===== config.mk =====
export PLATFORM = sky130hd
export DESIGN_NAME = rv32i_mmio_timer
export DESIGN_NICKNAME = d
export VERILOG_FILES = /design/src/rtl/rv32i_mmio_pkg.sv /design/src/rtl/timer_prescaler.sv /design/src/rtl/rv32i_mmio_timer.sv
export SDC_FILE = /design/constraint.sdc
export NUM_CORES = 1
export LEC_CHECK = 0
export CAP_MARGIN = 5
export CORE_AREA = 2 2 123 125
export CTS_CLUSTER_SIZE = 8
export DETAILED_ROUTE_END_ITERATION = 16
export DIE_AREA = 0 0 125 127
export GPL_ROUTABILITY_DRIVEN = 1
export PLACE_DENSITY = 0.68
export SYNTH_ARGS = -nofsm -noshare
export SYNTH_HDL_FRONTEND = slang
export SYNTH_HIERARCHICAL = 1
export SYNTH_SLANG_ARGS = --single-unit

===== constraint.sdc =====
create_clock -name clk -period 2.9 [get_ports clk]
set_input_delay 0.58 -clock clk [delete_from_list [all_inputs] [get_ports clk]]
set_output_delay 0.58 -clock clk [all_outputs]
set_load 0.05 [all_outputs]

===== src/rtl/rv32i_mmio_pkg.sv =====
// Shared definitions for the RV32I memory-mapped timer: register map,
// control/status bit positions and reset constants.
package rv32i_mmio_pkg;

  // Byte offsets of the timer registers inside the 32-byte block
  localparam logic [4:0] OFF_CTRL     = 5'h00;
  localparam logic [4:0] OFF_PRESCALE = 5'h04;
  localparam logic [4:0] OFF_COUNT    = 5'h08;
  localparam logic [4:0] OFF_COMPARE  = 5'h0C;
  localparam logic [4:0] OFF_STATUS   = 5'h10;

  // Word index (address bits [4:2]) of each register
  typedef enum logic [2:0] {
    REG_CTRL     = OFF_CTRL[4:2],
    REG_PRESCALE = OFF_PRESCALE[4:2],
    REG_COUNT    = OFF_COUNT[4:2],
    REG_COMPARE  = OFF_COMPARE[4:2],
    REG_STATUS   = OFF_STATUS[4:2]
  } reg_idx_e;

  // CTRL bit positions
  localparam int CTRL_W           = 3;
  localparam int CTRL_EN          = 0;
  localparam int CTRL_AUTO_RELOAD = 1;
  localparam int CTRL_IRQ_EN      = 2;

  // STATUS bit positions (both flags are sticky, write-1-to-clear)
  localparam int STATUS_W     = 2;
  localparam int STATUS_MATCH = 0;
  localparam int STATUS_OVF   = 1;

  // Reset constants
  localparam int          PRESCALE_W  = 16;
  localparam logic [31:0] COMPARE_RST = 32'hFFFF_FFFF;

endpackage


===== src/rtl/timer_prescaler.sv =====
// Prescaler for the MMIO timer: issues one tick every prescale+1 cycles
// while enabled, and holds its phase at zero while disabled.
module timer_prescaler
  import rv32i_mmio_pkg::*;
(
  input  logic                  clk,
  input  logic                  reset,
  input  logic                  en,
  input  logic [PRESCALE_W-1:0] prescale,
  output logic                  tick
);

  logic [PRESCALE_W-1:0] pcnt;

  assign tick = en && (pcnt == prescale);

  // Phase counter: cleared when disabled or on a tick, otherwise counts up
  always_ff @(posedge clk or posedge reset) begin
    if (reset) begin
      pcnt <= '0;
    end else if (!en || tick) begin
      pcnt <= '0;
    end else begin
      pcnt <= pcnt + 1'b1;
    end
  end

endmodule


===== src/rtl/rv32i_mmio_timer.sv =====
// Memory-mapped timer on the RV32I data bus: register file, address
// decode, prescaled counter with compare/auto-reload, sticky flags and irq.
// Reads are combinational so a load completes in the same cycle.
module rv32i_mmio_timer
  import rv32i_mmio_pkg::*;
#(
  parameter logic [31:0] BASE_ADDR = 32'hFFFF_2000
) (
  input  logic        clk,
  input  logic        reset,
  input  logic        Memwrite,
  input  logic [31:0] Memaddr,
  input  logic [31:0] MemWdata,
  output logic        sel,
  output logic [31:0] rdata,
  output logic        irq
);

  logic [CTRL_W-1:0]     ctrl;
  logic [PRESCALE_W-1:0] prescale;
  logic [31:0]           count;
  logic [31:0]           compare;
  logic [STATUS_W-1:0]   status;

  logic [31:0]           count_next;
  logic [STATUS_W-1:0]   status_set;
  logic [STATUS_W-1:0]   status_clr;
  logic [STATUS_W-1:0]   status_next;

  reg_idx_e              idx;
  logic                  wr_any;
  logic                  wr_ctrl;
  logic                  wr_prescale;
  logic                  wr_count;
  logic                  wr_compare;
  logic                  wr_status;
  logic                  tick;
  logic                  unused_addr_bits;

  assign sel         = (Memaddr[31:5] == BASE_ADDR[31:5]);
  assign idx         = reg_idx_e'(Memaddr[4:2]);
  assign wr_any      = Memwrite & sel;
  assign wr_ctrl     = wr_any & (idx == REG_CTRL);
  assign wr_prescale = wr_any & (idx == REG_PRESCALE);
  assign wr_count    = wr_any & (idx == REG_COUNT);
  assign wr_compare  = wr_any & (idx == REG_COMPARE);
  assign wr_status   = wr_any & (idx == REG_STATUS);

  // Byte-lane bits carry no meaning for word-only accesses
  assign unused_addr_bits = ^Memaddr[1:0];

  assign irq = ctrl[CTRL_IRQ_EN] & status[STATUS_MATCH];

  // The prescaler sees the registered EN, so a CTRL write only affects later edges
  timer_prescaler u_prescaler (
    .clk      (clk),
    .reset    (reset),
    .en       (ctrl[CTRL_EN]),
    .prescale (prescale),
    .tick     (tick)
  );

  // Counter next value and flag set events; a CPU write to COUNT overrides the tick
  always_comb begin
    count_next = count;
    status_set = '0;
    if (wr_count) begin
      count_next = MemWdata;
    end else if (tick) begin
      if (count == compare) begin
        status_set[STATUS_MATCH] = 1'b1;
        count_next = ctrl[CTRL_AUTO_RELOAD] ? 32'd0 : count + 32'd1;
      end else begin
        count_next = count + 32'd1;
        status_set[STATUS_OVF] = (count == 32'hFFFF_FFFF);
      end
    end
  end

  // Sticky flags: write-1-to-clear, but a set in the same cycle wins
  always_comb begin
    status_clr  = wr_status ? MemWdata[STATUS_W-1:0] : '0;
    status_next = (status & ~status_clr) | status_set;
  end

  // Configuration registers written directly from the bus
  always_ff @(posedge clk or posedge reset) begin
    if (reset) begin
      ctrl     <= '0;
      prescale <= '0;
      compare  <= COMPARE_RST;
    end else begin
      if (wr_ctrl) begin
        ctrl <= MemWdata[CTRL_W-1:0];
      end
      if (wr_prescale) begin
        prescale <= MemWdata[PRESCALE_W-1:0];
      end
      if (wr_compare) begin
        compare <= MemWdata;
      end
    end
  end

  // Counter and status state
  always_ff @(posedge clk or posedge reset) begin
    if (reset) begin
      count  <= '0;
      status <= '0;
    end else begin
      count  <= count_next;
      status <= status_next;
    end
  end

  // Combinational read mux; unmapped words and unselected addresses read zero
  always_comb begin
    rdata = '0;
    if (sel) begin
      case (idx)
        REG_CTRL:     rdata = {{(32-CTRL_W){1'b0}}, ctrl};
        REG_PRESCALE: rdata = {{(32-PRESCALE_W){1'b0}}, prescale};
        REG_COUNT:    rdata = count;
        REG_COMPARE:  rdata = compare;
        REG_STATUS:   rdata = {{(32-STATUS_W){1'b0}}, status};
        default:      rdata = '0;
      endcase
    end
  end

endmodule


[After elaboration in Yosys (flattened, before gate mapping)]
Cells that the tools add are included.
Widths: inputs -> output; s select.
Operators by class
  add/subtract/negate cells: 2
  eq/ne operators: 8
  muxes and demuxes: 12
  bitwise operators: 10
  reduce and logical (&&, ||, !) cells: 5
Operators by type and width (number)
  $mux 32: 5
  $pmux 32 s5: 1
  $add 32x1->32 const B: 1
  $eq 32x32->1: 1
  $eq 32x32->1 const B: 1
  $eq 27x27->1 const B: 1
  $add 16x1->16 const B: 1
  $eq 16x16->1: 1
  $mux 16: 1
  $and 1x1->1: 7
  $eq 3x2->1 const B: 2
  $mux 2: 3
  $eq 3x1->1 const B: 1
  $eq 3x3->1 const B: 1
  $logic_not 3->1: 1
  $and 2x2->2: 1
  $mux 1: 2
  $not 2->2: 1
  $or 2x2->2: 1
  $reduce_bool 2->1: 1
  $logic_and 1x1->1: 1
  $logic_not 1->1: 1
  $logic_or 1x1->1: 1
Storage, ports and cells
  register bits after elaboration: 101
  input bits: 67
  logic and storage cells: 43

[Longest topological paths before layout]
Gate-level depths: netlist (run 1).
  depth in word-level cells: 7
  depth in mapped cells: 10
  gate-level depth less buffers: 9

[Hierarchy]
The synthesis (run 1) kept the hierarchy.
By module, submodules not included
  rv32i_mmio_timer: instances 1, cells an instance 587, area an instance 5450.2 um2, seq. area each 2167.1 um2
  timer_prescaler: instances 1, cells an instance 100, area an instance 987.2 um2, seq. area each 400.4 um2

[Worst setup path before layout (run 1)]
OpenSTA, ideal clock, no wires.
  path kind: input to output
  from: in Memaddr[6]
  to: out rdata[21]
  data arrival time: 2.975 ns
  data required time: 2.320 ns
  slack: -0.655 ns
  stages on the path: 7
  path buffers: 1
  cells stage by stage: or4_4 nor4_4 nand2_1 inv_1 nand2_1 clkbuf_1 nor2_1
Between the ends
  cells in the longest elaborated chain, start to end: 2
RTL lines
  start, declared: RTL line rv32i_mmio_timer.sv:12  | input logic [31:0] Memaddr,
  $eq 27x27->1: RTL line rv32i_mmio_timer.sv:40  | assign sel = (Memaddr[31:5] == BASE_ADDR[31:5]);
  net sel: RTL line rv32i_mmio_timer.sv:14  | output logic sel,
  $mux 32: RTL line rv32i_mmio_timer.sv:119  | if (sel) begin
  end, declared: RTL line rv32i_mmio_timer.sv:15  | output logic [31:0] rdata,
The timed path passes the listed nets, and every way through them passes these cells.

[Final worst setup path (run 1)]
  from: in Memaddr[5]
  to: out rdata[17]
Between the ends
  cells in the longest elaborated chain, start to end: 2
RTL lines (RTL line)
  $eq 27x27->1: rv32i_mmio_timer.sv:40
  $mux 32: rv32i_mmio_timer.sv:119
No other way between the ends.

==> report_table.html, run 1 <==
<table>
<tr><th>Metric</th><th>Value</th></tr>
<tr><th colspan="2">Outcome</th></tr>
<tr><td>Result of the run</td><td>finished, violations left</td></tr>
<tr><td>Failing checks</td><td>setup timing</td></tr>
<tr><th colspan="2">Synthesis</th></tr>
<tr><td>Count of yosys warnings during synthesis</td><td>6</td></tr>
<tr><td>Cell Area, Synth</td><td>0.00644 mm^2</td></tr>
<tr><td>Number of enable-type register cells in the synthesized netlist</td><td>0</td></tr>
<tr><td>Average instance area after synthesis</td><td>9.37 um^2</td></tr>
<tr><td>Cells after Synth</td><td>687</td></tr>
<tr><td>Post-synth ARST share</td><td>100%</td></tr>
<tr><td>Number of distinct library cells after synthesis</td><td>61</td></tr>
<tr><td>Share of synthesized area occupied by flip-flops and latches</td><td>39.9%</td></tr>
<tr><td>Syn Nets</td><td>756</td></tr>
<tr><td>Top FF cell, synth</td><td>dfrtp_1</td></tr>
<tr><td>Flops &amp; latches, synth</td><td>101</td></tr>
<tr><th colspan="2">STA</th></tr>
<tr><td>Maximum achievable frequency</td><td>339 MHz</td></tr>
<tr><td>Slew at the pin closest to its max-slew limit</td><td>0.937 ns</td></tr>
<tr><td>Final hold viol count</td><td>0</td></tr>
<tr><td>Final critical delay including setup and external delays</td><td>2.95 ns</td></tr>
<tr><td>Worst slew slack as a fraction of its limit</td><td>37.3%</td></tr>
<tr><td>Final Max Slew Viols</td><td>0</td></tr>
<tr><td>Clk_skew</td><td>0.00688 ns</td></tr>
<tr><td>Unrepaired setup endpoints after global routing</td><td>yes</td></tr>
<tr><td>Final period utilization</td><td>102%</td></tr>
<tr><td>Minimum setup slack in the final design</td><td>-0.0496 ns</td></tr>
<tr><td>Setup TNS</td><td>-0.818 ns</td></tr>
<tr><td>Setup violation total in the final timing report</td><td>28</td></tr>
<tr><td>Final hold slack</td><td>0.547 ns</td></tr>
<tr><th colspan="2">Routing</th></tr>
<tr><td>DRT antenna net count</td><td>0</td></tr>
<tr><td>Per-cell routed wire length</td><td>19.8 um</td></tr>
<tr><td>DR iter-0 viols</td><td>505</td></tr>
<tr><td>DRC violations left</td><td>0</td></tr>
<tr><td>Post-Route WL</td><td>19600 um</td></tr>
<tr><td>First-pass detailed-route iteration total</td><td>4</td></tr>
<tr><td>Vias after detailed routing</td><td>5871</td></tr>
<tr><td>Routed via count divided by cell count</td><td>5.94</td></tr>
<tr><th colspan="2">Worst hold path</th></tr>
<tr><td>Capture endpoint of the worst hold path</td><td>ctrl[2]</td></tr>
<tr><td>Start point of the worst min-delay path</td><td>ctrl[2]</td></tr>
<tr><td>Hold crit path type</td><td>reg -&gt; reg</td></tr>
<tr><td>Number of cells traversed by the worst hold path</td><td>1</td></tr>
<tr><th colspan="2">Layout</th></tr>
<tr><td>Post-layout utilization of the core</td><td>61.6%</td></tr>
<tr><td>Filler cell count in the final layout</td><td>1192</td></tr>
<tr><td>Share of final-layout standard cells stronger than drive strength 1</td><td>32.2%</td></tr>
<tr><td>Diode count</td><td>0</td></tr>
<tr><td>Number of nets in the layout</td><td>868</td></tr>
<tr><td>Signed area change from the synthesized netlist to the final layout</td><td>38.0%</td></tr>
<tr><th colspan="2">Die</th></tr>
<tr><td>Number of top-level pins</td><td>101</td></tr>
<tr><td>Area of the die</td><td>0.0159 mm^2</td></tr>
<tr><td>Initial Util</td><td>44.6%</td></tr>
<tr><td>Chip Height</td><td>127 um</td></tr>
<tr><td>Placeable core region</td><td>0.0144 mm^2</td></tr>
<tr><td>Horizontal extent of the die</td><td>125 um</td></tr>
<tr><td>Number of rows created at floorplan</td><td>44</td></tr>
<tr><th colspan="2">Place</th></tr>
<tr><td>Number of port buffers</td><td>98</td></tr>
<tr><td>Detail Placement HPWL</td><td>14300 um</td></tr>
<tr><td>Worst setup slack after placement</td><td>-0.441 ns</td></tr>
<tr><td>Placer's final routability congestion estimate</td><td>0.905</td></tr>
<tr><th colspan="2">Power</th></tr>
<tr><td>Leak</td><td>3.39 nW</td></tr>
<tr><td>Power per standard cell area</td><td>340 mW/mm^2</td></tr>
<tr><td>Peak ir drop on the vdd network</td><td>0.000250 V</td></tr>
<tr><th colspan="2">Run</th></tr>
<tr><td>Max Cap Viol</td><td>0</td></tr>
<tr><th colspan="2">Clocking</th></tr>
<tr><td>TritonCTS clock tree</td><td>built</td></tr>
<tr><td>Post-CTS Hold Fix Bufs</td><td>0</td></tr>
<tr><td>Worst-Skew Late Latency</td><td>0.35 ns</td></tr>
<tr><td>Sink count of the clock tree</td><td>101</td></tr>
<tr><td>Root buffer cell</td><td>clkbuf_16</td></tr>
<tr><td>Clock transition at the register clock pins on the worst setup and hold paths after CTS</td><td>0.07 ns</td></tr>
<tr><td>Number of clock buffers inserted by TritonCTS</td><td>9</td></tr>
<tr><td>H-tree depth</td><td>3</td></tr>
<tr><td>Largest buffer count on any clock path</td><td>2</td></tr>
<tr><th colspan="2">Global route</th></tr>
<tr><td>Via count of the first global-routing pass</td><td>5897</td></tr>
<tr><td>Pin count of the biggest net entering global routing</td><td>86</td></tr>
<tr><td>Antenna violations before repair</td><td>0</td></tr>
<tr><td>Total grt overflow</td><td>0</td></tr>
<tr><td>Global-route wire length before repair</td><td>31300 um</td></tr>
<tr><td>Overall track demand over capacity in global routing</td><td>24.9%</td></tr>
<tr><th colspan="2">Critical path</th></tr>
<tr><td>Required time at the worst-slack endpoint</td><td>2.32 ns</td></tr>
<tr><td>Register-to-register setup slack</td><td>0.33 ns</td></tr>
<tr><td>Data arrival, critical path</td><td>2.37 ns</td></tr>
<tr><td>R2R Path Start</td><td>u_prescaler/pcnt[4]</td></tr>
<tr><td>Critical path endpoint category</td><td>output port</td></tr>
<tr><td>Number of cell instances on the worst register-to-register path</td><td>9</td></tr>
<tr><td>Crit path max fanout</td><td>8</td></tr>
<tr><td>Capture instance of the worst register-to-register path</td><td>count[5]</td></tr>
<tr><td>Startpoint type of the worst setup path</td><td>primary input</td></tr>
<tr><td>Classification of the worst setup path</td><td>in -&gt; out</td></tr>
</table>
[cell usage in the layout, fill, tap and decap left out, types with 4 or more instances in the layout]
cell type,instances
dfrtp_1,69
nand2_1,55
clkbuf_16,10
or4_4,4
clkdlybuf4s50_1,49
nor4_1,8
xnor2_1,48
o22a_1,5
a31oi_1,12
o21ai_0,32
a22oi_1,34
and2_1,6
buf_12,40
dlygate4sd2_1,8
xor2_1,20
inv_1,12
nand4_1,27
nand3b_1,4
a21oi_1,15
o31ai_1,11
nor2b_1,4
nor3_1,14
nor2_1,39
nand3_1,23
nor2_4,28
a32oi_1,4
and3_1,11
dfstp_2,32
and4_1,7
buf_4,41
mux2_2,61
[report_power, final]
part	total [W]	switching, W	internal [W]
registers	0.00141	0.000000000248	0.00141
logic	0.000210	0.000103	0.000107
clock network	0.00140	0.000547	0.000849
[layer usage]
layer  vias to the layer above  wire length [um]  GRT usage, %
met4                         0               524          9.35
met5                         -                 0             0
met1                      2878              8590          33.9
met2                       236              9140          40.5
met3                        32              1330          3.94
li1                       2725                 -             -
[per-stage QoR]
step / std cells / instance area [um^2] / total power [W]
6_report: 988 / 8880 / 0.00302
5_1_grt: 988 / 8880 / 0.00312
4_1_cts: 986 / 8840 / 0.00304
3_5_place_dp: 965 / 8440 / 0.00165
3_3_place_gp: 965 / 8440 / 0.00165
2_1_floorplan: 687 / 6690 / 0.00151
[worst max path at each step]
| stage | from | to | depth (start not counted) |
|---|---|---|---|
| 6_report | Memaddr[5] | rdata[17] | 10 |
| 5_1_grt | Memaddr[5] | rdata[25] | 10 |
| 4_1_cts | Memaddr[10] | rdata[25] | 10 |
| 3_5_place_dp | Memaddr[6] | rdata[2] | 8 |
| 3_3_place_gp | Memaddr[6] | rdata[2] | 8 |
| 2_1_floorplan | Memaddr[6] | rdata[3] | 6 |
[synthesized netlist by cell type (4+ instances only)]
master / instances / share of area, %
dfrtp_1: 69 / 27
o22a_1: 5 / 0.68
a31oi_1: 12 / 1.2
nand3b_1: 4 / 0.47
xor2_1: 20 / 2.7
and4_1: 7 / 0.95
buf_2: 6 / 0.47
a32oi_1: 4 / 0.54
and3_1: 12 / 1.2
clkbuf_1: 36 / 2.1
and2_1: 6 / 0.58
dfstp_2: 32 / 13
a21oi_1: 15 / 1.2
nand3_1: 23 / 1.8
nor2_1: 69 / 4.0
nor3_1: 15 / 1.2
xnor2_1: 48 / 6.5
nor2b_1: 5 / 0.49
nand4_1: 27 / 2.6
o31ai_1: 11 / 1.3
a22oi_1: 34 / 4.0
buf_1: 6 / 0.35
mux2_2: 61 / 11
o21ai_0: 32 / 2.5
nand2_1: 57 / 3.3
nor4_1: 8 / 0.78
inv_1: 14 / 0.82
[layout make-up]
cell class                 instances  area, um^2  share of cell area (%)
inverter                          14        57.6                   0.648
clock buffer                      11         233                    2.62
tap                              184         230                    2.59
clock inverter                     5         108                    1.21
timing repair buffer             150        1800                    20.3
multi-input combinational        523        3880                    43.7
sequential                       101        2570                    28.9
[kinds of logic (layout without fill, tap and decap cells)]
logic type / count (synthesis) / after routing / synth area share, %
muxes: 66 / 66 / 11.9
xor gates and xnor gates: 68 / 68 / 9.25
AOI/OAI and AO/OA: 129 / 129 / 13.8
buffers and inverters: 63 / 180 / 3.91
adders and majority gates: 2 / 2 / 0.389
and+or+nand+nor: 258 / 258 / 20.9
DFF: 101 / 101 / 39.9
[registers in the layout (all words and copies together) (netlist names)]
register and cells:
compare 32, count 32, ctrl 3, prescale 16, status 2, u_prescaler/pcnt 16
[critical path: stages]
cell,delay [ns]
clkbuf_2,0.08
or4_4,0.54
nor4_4,0.29
nand2_2,0.11
buf_6,0.13
clkinvlp_4,0.07
nand2_4,0.10
buf_12,0.20
nor2_4,0.12
buf_12,0.14
[what timing repair did]
item	CTS	global route
setup endpoints to repair	33	34
buffers inserted	4	1
gates resized for setup	36	8
cloned	1	1
pin swaps	12	6
hold endpoints to repair	0	0
(Power assumes the default switching activity.)
==> run 2: changes to the inputs <==
--- a/config.mk
+++ b/config.mk
@@ -5,13 +5,13 @@
 export SDC_FILE = /design/constraint.sdc
 export NUM_CORES = 1
 export LEC_CHECK = 0
-export CAP_MARGIN = 5
 export CORE_AREA = 2 2 123 125
+export CTS_CLUSTER_DIAMETER = 80
 export CTS_CLUSTER_SIZE = 8
 export DETAILED_ROUTE_END_ITERATION = 16
 export DIE_AREA = 0 0 125 127
 export GPL_ROUTABILITY_DRIVEN = 1
-export PLACE_DENSITY = 0.68
+export PLACE_DENSITY_LB_ADDON = 0.3
 export SYNTH_ARGS = -nofsm -noshare
 export SYNTH_HDL_FRONTEND = slang
 export SYNTH_HIERARCHICAL = 1
==> report_table.html, run 2 (synthesis gave the netlist of run 1 again) <==
<table>
<tr><th>Metric</th><th>Value</th></tr>
<tr><th colspan="2">Outcome</th></tr>
<tr><td>Result of the run</td><td>finished, violations left (unchanged)</td></tr>
<tr><td>Failing checks</td><td>setup timing (unchanged)</td></tr>
<tr><th colspan="2">Power</th></tr>
<tr><td>Power per standard cell area</td><td>323 mW/mm^2 (was 340 mW/mm^2)</td></tr>
<tr><td>Peak ir drop on the vdd network</td><td>0.000232 V (was 0.000250 V)</td></tr>
<tr><td>Leak</td><td>3.33 nW (was 3.39 nW)</td></tr>
<tr><th colspan="2">Global route</th></tr>
<tr><td>Overall track demand over capacity in global routing</td><td>24.8% (was 24.9%)</td></tr>
<tr><td>Antenna violations before repair</td><td>0 (unchanged)</td></tr>
<tr><td>Total grt overflow</td><td>0 (unchanged)</td></tr>
<tr><td>Pin count of the biggest net entering global routing</td><td>43 (was 86)</td></tr>
<tr><td>Global-route wire length before repair</td><td>31600 um (was 31300 um)</td></tr>
<tr><td>Via count of the first global-routing pass</td><td>6016 (was 5897)</td></tr>
<tr><th colspan="2">Place</th></tr>
<tr><td>Cell count after placement</td><td>962 (was 965)</td></tr>
<tr><td>Placer's final routability congestion estimate</td><td>0.961 (was 0.905)</td></tr>
<tr><td>Detail Placement HPWL</td><td>14300 um (about the same)</td></tr>
<tr><td>Number of port buffers</td><td>98 (unchanged)</td></tr>
<tr><td>Total cell area at the placement stage</td><td>0.00844 mm^2 (about the same)</td></tr>
<tr><th colspan="2">Routing</th></tr>
<tr><td>Post-Route WL</td><td>19500 um (was 19600 um)</td></tr>
<tr><td>Routed via count divided by cell count</td><td>6.07 (was 5.94)</td></tr>
<tr><td>Per-cell routed wire length</td><td>19.8 um (about the same)</td></tr>
<tr><td>DRT antenna net count</td><td>0 (unchanged)</td></tr>
<tr><td>DRC violations left</td><td>0 (unchanged)</td></tr>
<tr><td>Vias after detailed routing</td><td>5962 (was 5871)</td></tr>
<tr><td>First-pass detailed-route iteration total</td><td>8 (was 4)</td></tr>
<tr><td>DR iter-0 viols</td><td>554 (was 505)</td></tr>
<tr><th colspan="2">STA</th></tr>
<tr><td>Final critical delay including setup and external delays</td><td>2.95 ns (about the same)</td></tr>
<tr><td>Final hold slack</td><td>0.545 ns (was 0.547 ns)</td></tr>
<tr><td>Final hold viol count</td><td>0 (unchanged)</td></tr>
<tr><td>Minimum setup slack in the final design</td><td>-0.0461 ns (was -0.0496 ns)</td></tr>
<tr><td>Setup violation total in the final timing report</td><td>26 (was 28)</td></tr>
<tr><td>Clk_skew</td><td>0.00950 ns (was 0.00688 ns)</td></tr>
<tr><td>Final period utilization</td><td>102% (about the same)</td></tr>
<tr><td>Unrepaired setup endpoints after global routing</td><td>yes (unchanged)</td></tr>
<tr><td>Setup TNS</td><td>-0.730 ns (was -0.818 ns)</td></tr>
<tr><td>Slew at the pin closest to its max-slew limit</td><td>0.934 ns (was 0.937 ns)</td></tr>
<tr><td>Final Max Slew Viols</td><td>0 (unchanged)</td></tr>
<tr><td>Worst slew slack as a fraction of its limit</td><td>37.5% (was 37.3%)</td></tr>
<tr><td>Maximum achievable frequency</td><td>339 MHz (about the same)</td></tr>
<tr><th colspan="2">Die</th></tr>
<tr><td>Placeable core region</td><td>0.0144 mm^2 (unchanged)</td></tr>
<tr><td>Initial Util</td><td>44.6% (unchanged)</td></tr>
<tr><td>Chip Height</td><td>127 um (unchanged)</td></tr>
<tr><td>Number of rows created at floorplan</td><td>44 (unchanged)</td></tr>
<tr><td>Number of top-level pins</td><td>101 (unchanged)</td></tr>
<tr><td>Area of the die</td><td>0.0159 mm^2 (unchanged)</td></tr>
<tr><td>Horizontal extent of the die</td><td>125 um (unchanged)</td></tr>
<tr><th colspan="2">Worst hold path</th></tr>
<tr><td>Capture endpoint of the worst hold path</td><td>ctrl[2] (unchanged)</td></tr>
<tr><td>Hold crit path type</td><td>reg -&gt; reg (unchanged)</td></tr>
<tr><td>Number of cells traversed by the worst hold path</td><td>1 (unchanged)</td></tr>
<tr><td>Start point of the worst min-delay path</td><td>ctrl[2] (unchanged)</td></tr>
<tr><th colspan="2">Clocking</th></tr>
<tr><td>Largest buffer count on any clock path</td><td>2 (unchanged)</td></tr>
<tr><td>Root buffer cell</td><td>clkbuf_16 (unchanged)</td></tr>
<tr><td>TritonCTS clock tree</td><td>built (unchanged)</td></tr>
<tr><td>H-tree depth</td><td>3 (unchanged)</td></tr>
<tr><td>Sink count of the clock tree</td><td>101 (unchanged)</td></tr>
<tr><td>Post-CTS Hold Fix Bufs</td><td>0 (unchanged)</td></tr>
<tr><td>Number of clock buffers inserted by TritonCTS</td><td>9 (unchanged)</td></tr>
<tr><td>Clock transition at the register clock pins on the worst setup and hold paths after CTS</td><td>0.07 ns (about the same)</td></tr>
<tr><td>Worst-Skew Late Latency</td><td>0.36 ns (was 0.35 ns)</td></tr>
<tr><th colspan="2">Critical path</th></tr>
<tr><td>Count of buffer and inverter cells on the critical path</td><td>5 (unchanged)</td></tr>
<tr><td>Critical path endpoint category</td><td>output port (unchanged)</td></tr>
<tr><td>Largest stage delay on the critical path</td><td>0.53 ns (was 0.54 ns)</td></tr>
<tr><td>Crit path max fanout</td><td>8 (unchanged)</td></tr>
<tr><td>Cell family with the largest share of critical-path delay</td><td>simple AND/OR/NAND/NOR gates (unchanged)</td></tr>
<tr><td>Number of cell instances on the worst register-to-register path</td><td>7 (was 9)</td></tr>
<tr><td>Register-to-register setup slack</td><td>0.35 ns (was 0.33 ns)</td></tr>
<tr><td>Required time at the worst-slack endpoint</td><td>2.32 ns (about the same)</td></tr>
<tr><td>Classification of the worst setup path</td><td>in -&gt; out (unchanged)</td></tr>
<tr><td>Capture instance of the worst register-to-register path</td><td>count[19] (was count[5])</td></tr>
<tr><td>R2R Path Start</td><td>count[9] (was u_prescaler/pcnt[4])</td></tr>
<tr><td>Startpoint type of the worst setup path</td><td>primary input (unchanged)</td></tr>
<tr><td>Critical Path, Cell by Cell</td><td>buf_6 &gt; or4_4 &gt; nor4_4 &gt; nand2_2 &gt; buf_6 &gt; clkinvlp_4 &gt; nand2_4 &gt; buf_12 &gt; nor2_4 &gt; buf_12 (was clkbuf_2 &gt; or4_4 &gt; nor4_4 &gt; nand2_2 &gt; buf_6 &gt; clkinvlp_4 &gt; nand2_4 &gt; buf_12 &gt; nor2_4 &gt; buf_12)</td></tr>
<tr><td>Slowest cell on crit path</td><td>or4_4 (unchanged)</td></tr>
<tr><td>Data arrival, critical path</td><td>2.37 ns (about the same)</td></tr>
<tr><th colspan="2">Layout</th></tr>
<tr><td>Most common library cell in the layout ignoring fill and taps</td><td>dfrtp_1 (unchanged)</td></tr>
<tr><td>Diode count</td><td>0 (unchanged)</td></tr>
<tr><td>Post-layout utilization of the core</td><td>60.9% (was 61.6%)</td></tr>
<tr><td>Signed area change from the synthesized netlist to the final layout</td><td>36.5% (was 38.0%)</td></tr>
<tr><td>Regs by FF count</td><td>compare (32), count (32) (unchanged)</td></tr>
<tr><td>Finished layout cell area</td><td>0.00879 mm^2 (was 0.00888 mm^2)</td></tr>
<tr><td>Non-filler instance count after layout</td><td>982 (was 988)</td></tr>
<tr><td>Commonest cells after routing, fill and taps aside</td><td>dfrtp_1 (69), mux2_2 (61), nand2_1 (55) (unchanged)</td></tr>
<tr><td>Number of nets in the layout</td><td>862 (was 868)</td></tr>
<tr><td>Share of final-layout standard cells stronger than drive strength 1</td><td>32.0% (was 32.2%)</td></tr>
<tr><th colspan="2">Run</th></tr>
<tr><td>Max Cap Viol</td><td>0 (unchanged)</td></tr>
</table>
-- run 2: report_power, final --
| group | internal, W | switching (W) | total (W) |
|---|---|---|---|
| Sequential | 0.00141 | 0.000000000241 | 0.00141 |
| Combinational | 0.000108 | 0.000105 | 0.000213 |
| Clock | 0.000665 | 0.000554 | 0.00122 |
| Total | 0.00218 | 0.000659 | 0.00284 |
-- run 2: how the worst max path moves through the flow --
stage	endpoint	depth (start not counted)	slack, ns	startpoint
3_3_place_gp	rdata[13]	8	-0.42	Memaddr[6]
2_1_floorplan	rdata[3]	6	-0.18	Memaddr[6]
4_1_cts	rdata[17]	10	-0.05	Memaddr[9]
6_report	rdata[19]	10	-0.05	Memaddr[9]
5_1_grt	rdata[19]	10	-0.13	Memaddr[9]
3_5_place_dp	rdata[13]	8	-0.47	Memaddr[6]
-- run 2: layout make-up --
| type | instances | area, um^2 |
|---|---|---|
| multi-input combinational | 523 | 3880 |
| tap | 184 | 230 |
| clock buffer | 9 | 225 |
| fill | 1173 | 5630 |
| timing repair buffer | 144 | 1760 |
| sequential | 101 | 2570 |
| inverter | 14 | 57.6 |
| clock inverter | 7 | 66.3 |
-- run 2: what timing repair did --
item	4_1_cts	5_1_grt
pin swaps	13	3
cloned	1	0
setup endpoints to repair	33	33
resized for setup	35	6
setup buffers	4	0
-- run 2: per-layer routing --
| layer | up-vias | part of all wire, % | GRT usage (%) |
|---|---|---|---|
| met5 | - | 0 | 0 |
| met4 | 0 | 2.8 | 10.1 |
| met3 | 43 | 7.1 | 3.94 |
| met2 | 289 | 48 | 40.0 |
| met1 | 2925 | 42 | 33.7 |
| li1 | 2705 | - | - |
-- run 2: worst register-to-register path: cells and delay by family, from the launching register on --
kind | cells | cell delay, ns
buffers and inverters | 1 | 0.23
DFF | 1 | 0.47
AOI/OAI and AO/OA | 2 | 0.39
and+or+nand+nor | 3 | 1.05
xor gates and xnor gates | 1 | 0.32
-- run 2: metrics by stage --
| stage | setup WS, ns | power [W] |
|---|---|---|
| finish | -0.0461 | 0.00284 |
| floorplan | -0.176 | 0.00151 |
| global placement | -0.420 | 0.00165 |
| CTS | -0.0459 | 0.00286 |
| global route | -0.125 | 0.00293 |
| detailed placement | -0.474 | 0.00165 |
